## src/rtl/mips_pkg.sv

```systemverilog
// Shared fetch-side definitions: default widths, PC increment, fetch FSM states
// and the {pc, instr} queue entry layout.
package mips_pkg;

  localparam int ADDR_W_DFLT = 32;
  localparam int DATA_W_DFLT = 32;
  localparam int PC_STEP     = 4;

  typedef enum logic [1:0] {
    IDLE = 2'd0,
    REQ  = 2'd1,
    WAIT = 2'd2
  } fetch_state_e;

  typedef struct packed {
    logic [ADDR_W_DFLT-1:0] pc;
    logic [DATA_W_DFLT-1:0] instr;
  } if_entry_t;

endpackage

```

## src/rtl/if_queue.sv

```systemverilog
// Two-entry synchronous FIFO holding fetched {pc, instr} words.
// Flush empties it at the next edge; the head reads as zero when empty.
module if_queue
  import mips_pkg::*;
#(
  parameter int W     = 64,
  parameter int DEPTH = 2
) (
  input  logic         clk,
  input  logic         rst,
  input  logic         push,
  input  logic [W-1:0] push_data,
  input  logic         pop,
  input  logic         flush,
  output logic [1:0]   count,
  output logic [W-1:0] head
);

  generate
    if (DEPTH != 2) begin : g_depth_check
      $error("if_queue supports exactly 2 entries");
    end
  endgenerate

  logic       rd_ptr_reg;
  logic       wr_ptr_reg;
  logic [1:0] count_reg;
  logic       do_push;
  logic       do_pop;

  assign do_pop  = pop && (count_reg != 2'd0);
  assign do_push = push && (count_reg != 2'd2);

  genvar gi;
  generate
    for (gi = 0; gi < 2; gi++) begin : g_entry
      logic [W-1:0] entry_reg;
      always_ff @(posedge clk) begin
        if (rst) begin
          entry_reg <= '0;
        end else if (do_push && !flush && (wr_ptr_reg == 1'(gi))) begin
          entry_reg <= push_data;
        end
      end
    end
  endgenerate

  always_ff @(posedge clk) begin
    if (rst || flush) begin
      rd_ptr_reg <= 1'b0;
      wr_ptr_reg <= 1'b0;
      count_reg  <= 2'd0;
    end else begin
      if (do_push) wr_ptr_reg <= ~wr_ptr_reg;
      if (do_pop)  rd_ptr_reg <= ~rd_ptr_reg;
      case ({do_push, do_pop})
        2'b10:   count_reg <= count_reg + 2'd1;
        2'b01:   count_reg <= count_reg - 2'd1;
        default: count_reg <= count_reg;
      endcase
    end
  end

  assign count = count_reg;
  assign head  = (count_reg == 2'd0) ? '0 :
                 (rd_ptr_reg ? g_entry[1].entry_reg : g_entry[0].entry_reg);

endmodule

```

## src/rtl/inst_fetch.sv

```systemverilog
// Instruction-fetch front end: issues one imem read per PC, steers the PC register
// (+4 or redirect) and queues {pc, instr} for decode. IF_PERF_CNT_EN adds stall/flush counters.
module inst_fetch
  import mips_pkg::*;
#(
  parameter int ADDR_W  = ADDR_W_DFLT,
  parameter int DATA_W  = DATA_W_DFLT,
  parameter int Q_DEPTH = 2
) (
  input  logic              clk,
  input  logic              rst,
  input  logic [ADDR_W-1:0] pc_in,
  output logic [ADDR_W-1:0] pc_next,
  output logic              pc_ena,
  output logic              imem_req,
  output logic [ADDR_W-1:0] imem_addr,
  input  logic              imem_gnt,
  input  logic              imem_rvalid,
  input  logic [DATA_W-1:0] imem_rdata,
  input  logic              redirect,
  input  logic [ADDR_W-1:0] redirect_pc,
  output logic              if_valid,
  output logic [DATA_W-1:0] if_instr,
  output logic [ADDR_W-1:0] if_pc,
`ifdef IF_PERF_CNT_EN
  output logic [31:0]       stall_cnt,
  output logic [31:0]       flush_cnt,
`endif
  input  logic              if_ready
);

  fetch_state_e              state_reg;
  logic                      drop_reg;
  logic [ADDR_W-1:0]         req_pc_reg;
  logic [1:0]                q_count;
  logic [ADDR_W+DATA_W-1:0]  q_head;
  logic                      fetch_fire;
  logic                      q_push;
  logic                      q_pop;

  // Redirect suppresses issue so the stale PC never reaches memory.
  assign imem_addr  = pc_in;
  assign imem_req   = !rst && (state_reg == REQ) && (q_count < 2'd2) && !redirect;
  assign fetch_fire = imem_req && imem_gnt;
  assign pc_ena     = !rst && (redirect || fetch_fire);

  always_comb begin
    pc_next = '0;
    if (!rst) begin
      if (redirect)        pc_next = redirect_pc;
      else if (fetch_fire) pc_next = pc_in + ADDR_W'(PC_STEP);
    end
  end

  always_ff @(posedge clk) begin
    if (rst) begin
      state_reg  <= IDLE;
      drop_reg   <= 1'b0;
      req_pc_reg <= '0;
    end else begin
      case (state_reg)
        IDLE: state_reg <= REQ;
        REQ: begin
          if (fetch_fire) begin
            req_pc_reg <= pc_in;
            state_reg  <= WAIT;
          end
        end
        WAIT: begin
          // A response always retires the outstanding read, stale or not.
          if (imem_rvalid) begin
            drop_reg  <= 1'b0;
            state_reg <= REQ;
          end else if (redirect) begin
            drop_reg <= 1'b1;
          end
        end
        default: state_reg <= IDLE;
      endcase
    end
  end

  assign q_push = (state_reg == WAIT) && imem_rvalid && !drop_reg && !redirect;
  assign q_pop  = if_valid && if_ready;

  if_queue #(
    .W     (ADDR_W + DATA_W),
    .DEPTH (Q_DEPTH)
  ) u_queue (
    .clk       (clk),
    .rst       (rst),
    .push      (q_push),
    .push_data ({req_pc_reg, imem_rdata}),
    .pop       (q_pop),
    .flush     (redirect),
    .count     (q_count),
    .head      (q_head)
  );

  assign if_valid           = (q_count != 2'd0);
  assign {if_pc, if_instr}  = q_head;

`ifdef IF_PERF_CNT_EN
  logic [31:0] stall_cnt_reg;
  logic [31:0] flush_cnt_reg;

  always_ff @(posedge clk) begin
    if (rst) begin
      stall_cnt_reg <= '0;
      flush_cnt_reg <= '0;
    end else begin
      if (if_ready && !if_valid && (stall_cnt_reg != '1)) stall_cnt_reg <= stall_cnt_reg + 32'd1;
      if (redirect && (flush_cnt_reg != '1))              flush_cnt_reg <= flush_cnt_reg + 32'd1;
    end
  end

  assign stall_cnt = stall_cnt_reg;
  assign flush_cnt = flush_cnt_reg;
`endif

endmodule

```

## config.mk

```make
export PLATFORM = sky130hd
export DESIGN_NAME = inst_fetch
export DESIGN_NICKNAME = d
export VERILOG_FILES = /design/src/rtl/mips_pkg.sv /design/src/rtl/if_queue.sv /design/src/rtl/inst_fetch.sv
export SDC_FILE = /design/constraint.sdc
export NUM_CORES = 1
export LEC_CHECK = 0
export CORE_MARGIN = 4
export CORE_UTILIZATION = 45
export DETAILED_ROUTE_END_ITERATION = 7
export PLACE_DENSITY = 0.79
export SLEW_MARGIN = 40
export SYNTH_ARGS = -nofsm -noshare
export SYNTH_HDL_FRONTEND = slang
export SYNTH_SLANG_ARGS = --single-unit
```

## constraint.sdc

```tcl
create_clock -name clk -period 4.5 [get_ports clk]
set_input_delay 1.35 -clock clk [delete_from_list [all_inputs] [get_ports clk]]
set_output_delay 1.35 -clock clk [all_outputs]
set_load 0.05 [all_outputs]
```

=== Word-level counts from Yosys, hierarchy flattened ===
Cells that the tools add are included.

* Add/subtract/negate cells: 3
* Magnitude comparators: 1
* Equality and inequality tests: 7
* Multiplexer cells: 11
* Bitwise operators: 2
* Reductions and logical operators: 27

{| class="wikitable"
|+ Operators by type and width
! cell !! number
|-
| 64-bit two-way mux || 2
|-
| 32-bit two-way mux || 3
|-
| 32-bit by 3-bit adder with 32-bit output, second input constant || 1
|-
| 1-bit logical AND || 14
|-
| 2-bit inequality test, second input constant || 3
|-
| 2-bit one-hot mux with 3 select lines || 1
|-
| 2-bit AND reduction || 3
|-
| 2-bit nonzero test || 3
|-
| 2-bit by 1-bit equality test with 1-bit output, second input constant || 2
|-
| 2-bit equality test, second input constant || 2
|-
| 2-bit zero test || 2
|-
| 2-bit two-way mux || 2
|-
| 2-bit one-hot mux with 2 select lines || 1
|-
| 1-bit zero test || 3
|-
| 2-bit by 1-bit adder with 2-bit output, second input constant || 1
|-
| 1-bit logical OR || 2
|-
| 2-bit < comparator, second input constant || 1
|-
| 1-bit two-way mux || 2
|-
| 1-bit inverter || 2
|-
| 2-bit by 1-bit subtractor with 2-bit output, second input constant || 1
|}

* Flip-flop bits (word level): 167
* Input bits: 102
* Word-level logic and storage cells: 59

=== Logic depth before layout (Yosys ltp) ===
Gate-level depths: netlist of the first run.

* Depth in word-level cells: 8
* Gate-level depth with buffers: 8
* Depth with buffers taken out: 8

=== Hierarchy ===
A second synthesis of the first run with hierarchy kept.

* Cells, all modules: 1020
* Area total of the unflattened synthesis: 8936.1 um^2

{| class="wikitable"
|+ By module, submodules not included
! module !! times used !! cells each !! area each (um^2) !! seq. area each (um^2)
|-
| if_queue || 1 || 653 || 6412.4 || 2642.5
|-
| inst_fetch || 1 || 367 || 2523.7 || 700.7
|}

=== Worst setup path before layout of the first run ===
Ideal clock, no wire load.

* Kind: in2out
* Start: in rst
* End: out pc_next[24]
* Arrival: 4330 ps
* Path slack: -1180 ps
* Cell stages on the path: 6
* Path buffers: 2
* Path through: clkbuf_1 -> nor2_1 -> nor4b_2 -> nand2_1 -> clkbuf_1 -> o21ai_0

* Longest elaborated chain between the ends: 8

{| class="wikitable"
|+ RTL lines
! element !! line !! source
|-
| from (decl) || inst_fetch.sv:11 || <nowiki>input logic rst,</nowiki>
|-
| 1-bit zero test || n/a ||
|-
| 1-bit logical AND (3 in series) || inst_fetch.sv:43 || <nowiki>assign imem_req = !rst && (state_reg == REQ) && (q_count < 2'd2) && !redirect;</nowiki>
|-
| net imem_req || inst_fetch.sv:15 || <nowiki>output logic imem_req,</nowiki>
|-
| 1-bit logical AND || inst_fetch.sv:44 || <nowiki>assign fetch_fire = imem_req && imem_gnt;</nowiki>
|-
| 32-bit two-way mux || inst_fetch.sv:51 || <nowiki>else if (fetch_fire) pc_next = pc_in + ADDR_W'(PC_STEP);</nowiki>
|-
| 32-bit two-way mux || inst_fetch.sv:50 || <nowiki>if (redirect) pc_next = redirect_pc;</nowiki>
|-
| 32-bit two-way mux || inst_fetch.sv:49 || <nowiki>if (!rst) begin</nowiki>
|-
| to (decl) || inst_fetch.sv:13 || <nowiki>output logic [ADDR_W-1:0] pc_next,</nowiki>
|}

The timed path passes the listed nets, and every way through them passes these cells.

=== Worst setup path after layout of the first run ===
* Start: in pc_in[19]
* End: out pc_next[31]

* Longest elaborated chain between the ends: 4

{| class="wikitable"
|+ RTL lines
! element !! line !! source
|-
| from (decl) || inst_fetch.sv:12 || <nowiki>input logic [ADDR_W-1:0] pc_in,</nowiki>
|-
| 32-bit by 3-bit adder with 32-bit output || inst_fetch.sv:51 ||
|-
| 32-bit two-way mux || inst_fetch.sv:51 ||
|-
| 32-bit two-way mux || inst_fetch.sv:50 ||
|-
| 32-bit two-way mux || inst_fetch.sv:49 ||
|}

Every way passes these cells.

==> results of run 1 <==
-- tightest hold or removal path: stages, from the launching register on --
cell and delay, ps:
dfxtp_1 310, nand2_1 50, a21oi_1 50
-- per-layer routing --
metal	part of all wire [%]	global-route usage, %	up-vias
met4	2.3	7.55	0
met5	0	0	-
met3	8.0	7.03	32
met2	50	41.6	271
met1	40	27.8	3592
li1	-	-	3872
-- stage by stage --
stage	util, %	power [mW]
after CTS	68.6	3.53
after global placement	64.5	2.01
after detailed placement	64.5	2.02
final	68.6	3.50
after floorplan	-	1.77
after global routing	68.6	3.61
-- cell usage in the layout, fill, tap and decap left out, types with 5 or more instances in the layout --
cell type,Yosys,routed
o21ai_4,0,29
buf_12,0,40
dfxtp_1,167,166
nand2_1,362,361
clkdlybuf4s50_1,0,156
nor2_1,80,74
inv_6,0,5
xor2_1,9,9
xnor2_1,23,19
mux2i_1,64,64
nand3_1,11,11
clkbuf_16,0,17
buf_4,32,79
inv_1,11,11
nand4_1,9,9
dlygate4sd2_1,0,5
a21oi_1,160,160
nor3_1,9,7
clkbuf_2,0,6
-- cell type report --
cell class                 instances  area (µm²)
tap                              225         282
sequential                       167        3350
timing repair buffer             296        3130
clock inverter                    14         186
inverter                          11        41.3
multi-input combinational        783        4410
fill                            1363        5420
clock buffer                      18         429
-- cell families after synthesis --
group / share of synthesized area [%]
DFF: 42.4
buffers and inverters: 7.40
and+or+nand+nor: 25.5
AOI/OAI and AO/OA: 12.7
xor gates and xnor gates: 3.56
adders and majority gates: 0.318
muxes: 8.13
-- worst max path at each step --
stage	end	from	slack [ps]
2_1_floorplan	pc_next[10]	rst	30
3_3_place_gp	pc_next[30]	pc_in[2]	-380
3_5_place_dp	pc_next[30]	pc_in[2]	-450
4_1_cts	pc_next[31]	pc_in[15]	0.6
5_1_grt	pc_next[31]	pc_in[20]	-7
6_report	pc_next[31]	pc_in[19]	60
-- repair_timing --
action | CTS | global route
buffers inserted | 0 | 3
endpoints found under the setup margin | 22 | 7
pin swaps | 13 | 8
resized for setup | 44 | 16
hold buffers | 0 | 0
-- power breakdown --
part	switching [mW]	internal, mW	total (mW)
clock network	0.625	0.891	1.52
logic	0.273	0.217	0.490
registers	0.00656	1.49	1.49
total	0.904	2.59	3.50
==> flow_results.org, run 1 <==
** Synth
- Total of flip-flops plus latches after synthesis :: ~170
- Share of synthesized flip-flops with an asynchronous set or reset :: 0%
- Of all cell types, the one taking the most synthesized area is dfxtp_1.
- Synthesized netlist cell count :: between 1000 and 1500
- Synth area leaders :: dfxtp_1, nand2_1, a21oi_1, mux2i_1, nor2_1
- Proportion of synthesized chip area in sequential cells :: between 40% and 50%
- In the synthesized netlist the dominant register cell turns out to be dfxtp_1.
- In this run the cell area of the synthesized design comes to roughly 7900 µm².
- After synthesis, the largest area contributor takes up 42.4% of total cell area.
- A synthesized cell averages 7.38 µm².
- The commonest cells after synthesis are nand2_1, dfxtp_1, a21oi_1.
- By instance count, the leading cell after synthesis is nand2_1.
- The synthesized design contains 0 enable-type register cells.
- YS warnings :: 0
- The synthesized netlist contains 38 unique library cells.
- Counting every net in the synthesized netlist gives 1172.

** Layout
- Max FFs per register :: 128
- The finished cells cover between 10000 and 15000 µm².
- Number of standard cells in the final layout excluding fillers :: approximately 1500
- The area growth from synthesis to layout is 50.0%.
- The number of antenna diodes in the final layout is 0.
- In the final design database the tool counted 1380 nets.
- In the final layout, the share of cells above drive strength 1 is 16.7%.

** Clock network
- The root buffer cell chosen for the clock tree is clkbuf_16.
- Number of clock sinks :: ~170
- Clock-pin slew of the registers on the worst-case setup and hold paths :: around 60 ps
- Deepest level of the CTS H-tree :: 4
- Maximum buffer depth of the clock tree :: 2
- Number of buffers added by the clock tree synthesis step :: 17
- Clock tree from TritonCTS :: done
- For the worst-skew pair, the clock arrives at the later sink with an insertion delay of 420 ps.

** Power
- P per Cell Area :: 296 nW/µm²
- Maximum vdd ir drop :: 262 µV
- Summed over all cells, the static leakage comes to 3.93 nW.

** Setup path
- Data arrival time of the critical path :: approximately 3100 ps
- STA classifies the critical path startpoint as an input pin.
- Critical-path cell list :: clkdlybuf4s50_1, and4_1, nand4_1, buf_6, nor4b_4, xnor2_2, o21ai_4, buf_12
- Setup slack on the worst reg-to-reg path comes out at approximately 2200 ps.
- At the worst endpoint, the required time is 3150 ps.
- Counting buffers and inverters, the worst setup path is 8 cells deep.
- Reg2Reg Launch Point :: u_queue.count[1]
- In this run the critical register-to-register path is captured at u_queue.count[1].
- Cell with the largest stage delay on the worst path :: clkdlybuf4s50_1
- Critical path buffers and inverters :: 3
- Startpoint-to-endpoint class of the critical path :: in2out
- Of all nets on the critical path, the largest fanout is 6.
- The worst setup path is captured at an output pin.
- Grouping stages by cell kind, the critical path spends the most delay in buffers and inverters.
- Delay of the slowest critical-path stage :: between 400 and 500 ps
- Register-to-Register Path Depth :: 9

** Timing
- For the finished layout, the period the worst path requires is 4440 ps.
- The number of pins with negative max-slew slack in the final report came to 0.
- In the final timing run, aggregate negative setup slack is 0 ps.
- Final-report hold violation count :: 0
- Setup violations remaining at the end of the flow were counted as 0.
- Share of the clock period used by the worst path after layout :: 98.8%
- Worst slew slack as a fraction of its limit :: roughly half
- For the pin with the worst max-slew slack, the measured transition is 743 ps.
- Top achievable clock speed :: between 200 and 250 MHz
- Worst setup slack after layout :: around 55 ps
- Post-Route Hold Slack :: between 400 and 500 ps
- Clk_skew :: roughly 10 ps

** Placed design
- Gp weighted congestion :: about 0.83
- Detail Placement HPWL :: around 16000 µm
- Timing analysis after detailed placement gives a worst setup slack of -446 ps.
- Placed cell areas :: 11100 µm²
- Placed cell count :: approximately 1500
- In this run the tool buffered the top-level ports with 232 buffer cells.

** Die
- For this design the top-level I/O count stands at roughly 230.
- Area of the die :: about 20000 µm²
- From bottom edge to top edge, the die measures between 100 and 150 µm.
- Core Box Area :: 17200 µm²
- Horizontal die dimension :: between 100 and 150 µm
- Row generation in the floorplan step produced 48 rows.
- The initial utilization of the core area, before any placement, comes to 45.7%.

** Routing
- In the routed design, unresolved DRC markers number 0.
- The final route contains between 7000 and 8000 vias.
- Number of vias per cell after detailed routing :: about 5.1
- Wires add up to 23800 µm.
- The detailed router finished its first iteration with roughly 340 violations.
- Average wire length per cell after detail routing :: about 16 µm
- Drt pass-1 iters :: 4
- Antenna Nets Post-Route :: 0

** Global routing
- The via count of the first global-routing pass was between 7000 and 8000.
- Total gr overflow :: 0
- The initial antenna violation count is 0.
- Pin count of the biggest net entering global routing :: 102
- Global routing used a little under a quarter of the available tracks across all layers.
- The first global-routing pass estimated 38300 µm of wire.

** Job
- Max-cap violations :: 0

** Min path
- Terminating pin of the worst hold path :: u_queue.g_entry[0].entry_reg[7]
- The startpoint identified for the worst hold timing path is u_queue.g_entry[0].entry_reg[7].
- The worst hold path belongs to the class reg2reg.
- Counting instances, the worst hold path has a depth of 2.

** Outcome
- The flow ran to the end, and the final reports show no timing, DRC or antenna violations.
Power figures use the tool's default switching activity.
==> inputs of run 2 (changes only) <==
--- a/config.mk
+++ b/config.mk
@@ -5,10 +5,12 @@
 export SDC_FILE = /design/constraint.sdc
 export NUM_CORES = 1
 export LEC_CHECK = 0
+export ABC_AREA = 0
 export CORE_MARGIN = 4
 export CORE_UTILIZATION = 45
 export DETAILED_ROUTE_END_ITERATION = 7
 export PLACE_DENSITY = 0.79
+export SETUP_SLACK_MARGIN = 0.5
 export SLEW_MARGIN = 40
 export SYNTH_ARGS = -nofsm -noshare
 export SYNTH_HDL_FRONTEND = slang
==> flow_results.org, run 2 (same netlist as run 1, synthesis figures left out) <==
** Job
- The number of max-capacitance violations reported came to 0 (unchanged).

** Global routing
- The first-pass GRT wire length was 40700 µm (+6.1%).
- Vias in the first global route :: 7794 (+0.84%)
- The initial antenna violation count was 0 (unchanged).
- The final global-route overflow total was 0 (unchanged).
- The largest net degree at the start of global routing was 103 (+0.98%).
- The total global routing track utilization is 25.6% (+1.9 points).

** Setup path
- The signal on the critical path passes through clkdlybuf4s50_1, nand4_1, nor2_1, nor4b_4, xnor2_2, o21ai_4, buf_12.
- Startpoint type of the worst setup path :: input pin
- The highest net fanout along the worst path is 2 (-4).
- The worst setup path is captured at an output pin.
- Delay of the slowest critical-path stage :: 550 ps (+80 ps)
- Startpoint-to-endpoint class of the critical path :: in2out
- Cell with the largest stage delay on the worst path :: clkdlybuf4s50_1
- Data required time at the worst endpoint :: 3150 ps (about the same)
- The worst path arrival time came to 3070 ps (-20 ps).

** Power
- The ratio of total power to cell area is 278 nW/µm² (-6.1%).
- The leakage power of the design was 4.37 nW (+11%).
- The maximum VDD drop is 206 µV (-21%).

** Clock network
- Number of buffers added by the clock tree synthesis step :: 17 (unchanged)
- The clock-pin slew of the registers on the worst-case setup and hold paths came to 60 ps (about the same).
- Deepest level of the CTS H-tree :: 4 (unchanged)
- Clock Tree Root :: clkbuf_16
- Clock latency of the later-clocked register in the worst-skew pair :: 430 ps (about the same)
- Post-CTS Hold Fix Bufs :: 0 (unchanged)
- Number of clock sinks :: 167 (unchanged)
- Clock tree from TritonCTS :: done
- The maximum number of buffers from clock root to sink was 2 (unchanged).

** Timing
- Final number of max-transition violations :: 0 (unchanged)
- Time the final worst path needs with I/O delays and setup :: 4420 ps (-20.2 ps)
- Share of the clock period used by the worst path after layout :: 98.3% (-0.45 points)
- Worst slew slack as a fraction of its limit :: 48.7% (-1.8 points)
- Summed negative setup slack over all endpoints :: 0 ps (unchanged)
- Transition time of the tightest slew-check pin :: 770 ps (+27.1 ps)
- Top achievable clock speed :: 226 MHz (+0.46%)
- Number of endpoints failing setup at the final stage :: 0 (unchanged)
- RSZ-0062 raised after global routing :: yes
- The clock skew after layout was 6.81 ps (-3.52 ps).
- The number of failing hold endpoints at the final stage came to 0 (unchanged).
- Post-Route Hold Slack :: 454 ps (+2.23 ps)

** Die
- Total number of placement rows :: 48 (unchanged)
- The die area is 19700 µm² (unchanged).
- Initial core utilization :: 45.7% (unchanged)
- The I/O pin count came to 233 (unchanged).
- The placeable core region is 17200 µm² (unchanged).
- Die Span Y :: 140 µm (unchanged)
- Horizontal die dimension :: 140 µm (unchanged)

** Routing
- The violation count after the first detailed-route iteration came to 842 (+150%).
- Antenna Nets Post-Route :: 0 (unchanged)
- Number of vias per cell after detailed routing :: 5.59 (+8.9%)
- Average wire length per cell after detail routing :: 19.9 µm (+26%)
- Drt pass-1 iters :: 5 (+1)
- The total via count in the routed design is 8652 (+11%).
- The final wirelength is 30700 µm (+29%).
- DRC violations left :: 0 (unchanged)

** Placed design
- Count of buffers from port buffering :: 232 (unchanged)
- Gp weighted congestion :: 0.855 (+3.5%)
- Detail Placement HPWL :: 16500 µm (about the same)

** Layout
- Area Overhead vs Synth :: 61.5%
- Fraction of final layout cells with drive strength greater than 1 :: 23.0% (+6.3 points)
- The number of inserted diodes is 0 (unchanged).
- Most common cell after layout, fill and taps aside :: nand2_1
- Final Net Count :: 1414 (+2.5%)
- The number of flip-flops under the largest register name came to 128 (unchanged).
- Leaving out fill and tap cells, the most frequent cells in the layout are nand2_1, dfxtp_1, a21oi_1.
- Final core occ :: 73.8% (+5.2 points)

** Min path
- Hold/Removal Path Class :: reg2reg

** Outcome
- Run status :: complete, no violations
==> run 2: cell count changes in the layout (fill, tap and decap cells not counted), sizes merged <==
cell,previous run,this run
clkbuf,24,23
buf,123,172
or2,1,2
clkdlybuf4s15,4,2
clkinvlp,1,5
clkdlybuf4s50,156,144
inv,18,14
bufinv,3,2
==> run 2: final timing paths <==
check / from / cells past startpoint / endpoint / slack, ps
max: pc_in[26] / 7 / pc_next[31] / 80
min: u_queue.g_entry[1].entry_reg[38] / 2 / u_queue.g_entry[1].entry_reg[38] / 450
max reg2reg: u_queue.count[1] / 8 / u_queue.count[1] / 2420
min reg2reg: u_queue.g_entry[1].entry_reg[38] / 2 / u_queue.g_entry[1].entry_reg[38] / 450
==> run 2: layout make-up <==
| type | instances | area [µm²] |
|---|---|---|
| clock buffers | 19 | 453 |
| inverters | 11 | 41.3 |
| repair buffers | 329 | 3660 |
| flip-flops and latches | 167 | 3350 |
| well taps | 225 | 282 |
| multi-input cells | 784 | 4800 |
| clock inverters | 13 | 146 |
| fillers | 1159 | 4510 |
==> run 2: stage by stage <==
step                instances  setup slack, ps  total power [mW]  cell area [µm²]
floorplan                1068             95.4              1.77             8330
global placement         1473             -367              2.02            11100
detailed placement       1473             -434              2.02            11100
CTS                      1520              165              3.50            12200
global route             1548             69.6              3.63            12700
finish                   1548             75.6              3.54            12700
==> run 2: critical path, delay by kind of cell <==
kind / cells / cell delay, ps
AOI/OAI and AO/OA: 1 / 180
xor gates and xnor gates: 1 / 120
buffers and inverters: 2 / 700
and+or+nand+nor: 3 / 720
==> run 2: timing repair <==
item | in CTS | in global routing
gates cloned | 3 | 2
setup buffers | 12 | 26
resized for setup | 153 | 68
pin swaps | 42 | 41
endpoints found under the setup margin | 42 | 30
==> run 2: power breakdown <==
group	total (mW)	internal (mW)	leakage [nW]	switching, mW
registers	1.49	1.49	1.35	0.00704
logic	0.571	0.255	2.74	0.316
clock network	1.47	0.852	0.279	0.619
total	3.54	2.59	4.37	0.942
==> run 2: metal layers <==
metal	track usage, %	wire length (µm)
met3	6.96	2860
met4	7.60	998
met5	0	0
met1	31.1	11700
met2	44.2	15200
==> inputs of run 3 (changes only) <==
--- a/config.mk
+++ b/config.mk
@@ -9,7 +9,7 @@
 export CORE_MARGIN = 4
 export CORE_UTILIZATION = 45
 export DETAILED_ROUTE_END_ITERATION = 7
-export PLACE_DENSITY = 0.79
+export PLACE_DENSITY = 0.77
 export SETUP_SLACK_MARGIN = 0.5
 export SLEW_MARGIN = 40
 export SYNTH_ARGS = -nofsm -noshare
==> flow_results.org, run 3 (same netlist as run 1, synthesis figures left out) <==
** Setup path
- Startpoint-to-endpoint class of the critical path :: in2out
- Maximum net fanout on the critical path :: 7 (+5)
- Startpoint type of the worst setup path :: input pin
- Category of the worst setup path capture point :: output pin
- Data required time at the worst endpoint :: 3150 ps (about the same)
- Data arrival time of the critical path :: 2960 ps (-110 ps)

** Timing
- The share of the clock period used by the worst path after layout is 95.8% (-2.5 points).
- Final number of max-transition violations :: 0 (unchanged)
- Clk_skew :: 12.6 ps (+5.81 ps)
- Time the final worst path needs with I/O delays and setup :: 4310 ps (-113 ps)
- The actual slew at the worst max-slew pin was 654 ps (-116 ps).
- The total setup violations reported at the end of the flow was 0 (unchanged).
- The worst slew margin relative to its limit is 56.4% (+7.7 points).
- The final hold slack is 453 ps (-1.02 ps).
- The number of failing hold endpoints at the final stage is 0 (unchanged).
- The highest clock rate was 232 MHz (+2.6%).
- Setup repair after global routing could not meet its margin everywhere.

** Clock network
- Deepest level of the CTS H-tree :: 4 (unchanged)
- The TritonCTS buffer count came to 17 (unchanged).
- Post-CTS Hold Fix Bufs :: 0 (unchanged)
- Clock-pin slew of the registers on the worst-case setup and hold paths :: 70 ps (about the same)
- The maximum number of buffers from clock root to sink was 2 (unchanged).
- The clock latency of the later-clocked register in the worst-skew pair came to 430 ps (about the same).
- The tree is rooted in a clkbuf_16.
- Number of clock sinks :: 167 (unchanged)
- Clock tree from TritonCTS :: done

** Placed design
- Gp weighted congestion :: 0.814 (-4.8%)
- The post-placement cell count was 1477 (+0.27%).
- The count of input and output buffers came to 232 (unchanged).
- Detail Placement HPWL :: 16800 µm (+1.6%)

** Die
- The number of standard-cell rows in the floorplan was 48 (unchanged).
- I/O pins :: 233 (unchanged)
- Horizontal die dimension :: 140 µm (unchanged)
- The placeable core region is 17200 µm² (unchanged).
- Area of the die :: 19700 µm² (unchanged)
- The starting utilization of the core area came to 45.7% (unchanged).
- Die Span Y :: 140 µm (unchanged)

** Global routing
- The via count of the first global-routing pass came to 7832 (+0.49%).
- The first-pass GRT wire length was 40100 µm (-1.4%).
- Total gr overflow :: 0 (unchanged)
- Pin count of the biggest net entering global routing :: 91 (-12%)
- The total global routing track utilization is 24.9% (-0.65 points).
- Initial antenna violation count :: 1 (+1)

** Job
- The number of max-capacitance violations reported came to 0 (unchanged).

** Routing
- The final wirelength was 25700 µm (-16%).
- The violation count after the first detailed-route iteration was 486 (-42%).
- The remaining antenna violation count was 0 (unchanged).
- Average wire length per cell after detail routing :: 16.9 µm (-15%)
- The detailed-route DRC error count is 0 (unchanged).
- The total via count in the routed design was 8001 (-7.5%).
- The iteration count of the initial detailed-routing pass came to 5 (unchanged).
- Number of vias per cell after detailed routing :: 5.24 (-6.2%)

** Layout
- The share of final-layout standard cells stronger than drive strength 1 is 20.5% (-2.5 points).
- Number of standard cells in the final layout excluding fillers :: 1526 (-1.4%)
- The number of flip-flops under the largest register name is 128 (unchanged).
- Leaving out fill and tap cells, the most frequent cells in the layout are nand2_1, dfxtp_1, a21oi_1.
- Leaving out fill and tap cells, the most frequent cell in the layout is nand2_1.
- Final Net Count :: 1392 (-1.6%)
- Area Overhead vs Synth :: 54.8%
- The number of inserted filler cells in the final layout is 1318 (+14%).
- Diode count :: 0 (unchanged)

** Min path
- Hold/Removal Path Class :: reg2reg

** Power
- The maximum VDD drop came to 216 µV (+4.8%).
- Pleak :: 4.14 nW (-5.3%)
- The ratio of total power to cell area was 284 nW/µm² (+2.1%).

** Outcome
- The flow ran to the end, and the final reports show no timing, DRC or antenna violations.
-- run 3: cell types whose count changed in the layout (fill, tap and decap cells not counted), moves of 4 or more --
cell | before | now
buf_12 | 43 | 39
buf_8 | 6 | 2
buf_2 | 1 | 6
buf_6 | 37 | 20
inv_8 | 0 | 4
nor2_4 | 11 | 7
dlygate4sd2_1 | 5 | 10
clkinvlp_4 | 5 | 0
xnor2_2 | 15 | 10
xnor2_1 | 7 | 13
-- run 3: through the flow --
| stage | setup WS (ps) | util [%] | area, µm² | total power, mW | TNS [ps] |
|---|---|---|---|---|---|
| after floorplan | 95.4 | - | 8330 | 1.77 | 0 |
| after global placement | -350 | 64.6 | 11100 | 2.02 | -3700 |
| after detailed placement | -329 | 64.6 | 11100 | 2.02 | -3940 |
| after CTS | 215 | 70.0 | 12100 | 3.47 | 0 |
| after global routing | 158 | 70.7 | 12200 | 3.57 | 0 |
| final | 189 | 70.7 | 12200 | 3.46 | 0 |
-- run 3: worst paths after layout --
check,to,slack [ps],depth (start not counted),start
worst min-delay path,u_queue.g_entry[0].entry_reg[10],450,2,u_queue.g_entry[0].entry_reg[10]
worst max register to register,req_pc_reg[27],2590,6,state_reg[0]
worst max-delay path,pc_next[31],190,7,pc_in[7]
worst min register to register,u_queue.g_entry[0].entry_reg[10],450,2,u_queue.g_entry[0].entry_reg[10]
-- run 3: cell type report --
| cell class | count | area (µm²) | area share, % |
|---|---|---|---|
| Multi-Input combinational cell | 783 | 4630 | 37.9 |
| Sequential cell | 167 | 3350 | 27.4 |
| Timing Repair Buffer | 308 | 3310 | 27.2 |
| Clock buffer | 17 | 425 | 3.49 |
| Tap cell | 225 | 282 | 2.31 |
| Clock inverter | 15 | 159 | 1.30 |
| Inverter | 11 | 41.3 | 0.339 |
-- run 3: routing by layer --
layer / share of wire [%] / vias to the layer above / GRT usage [%]
met4: 3.5 / 2 / 8.62
met1: 40 / 3722 / 30.4
met2: 48 / 323 / 41.9
met5: 0.051 / - / 0
li1: - / 3896 / -
met3: 8.6 / 58 / 7.37
-- run 3: what timing repair did --
action | 4_1_cts | 5_1_grt
gates cloned | 2 | 0
setup endpoints to repair | 40 | 29
pin swaps | 40 | 15
gates resized for setup | 144 | 17
setup buffers | 10 | 4
-- run 3: worst max-delay path: stages --
cell and delay (ps):
buf_8 80, nand4_4 120, or4_4 620, nor4b_4 370, xnor2_2 130, o21ai_4 150
buf_12 150
-- run 3: where the power goes --
part | internal [mW] | switching, mW | total (mW)
registers | 1.49 | 0.00646 | 1.49
logic | 0.235 | 0.289 | 0.524
clock network | 0.789 | 0.654 | 1.44
total | 2.51 | 0.950 | 3.46
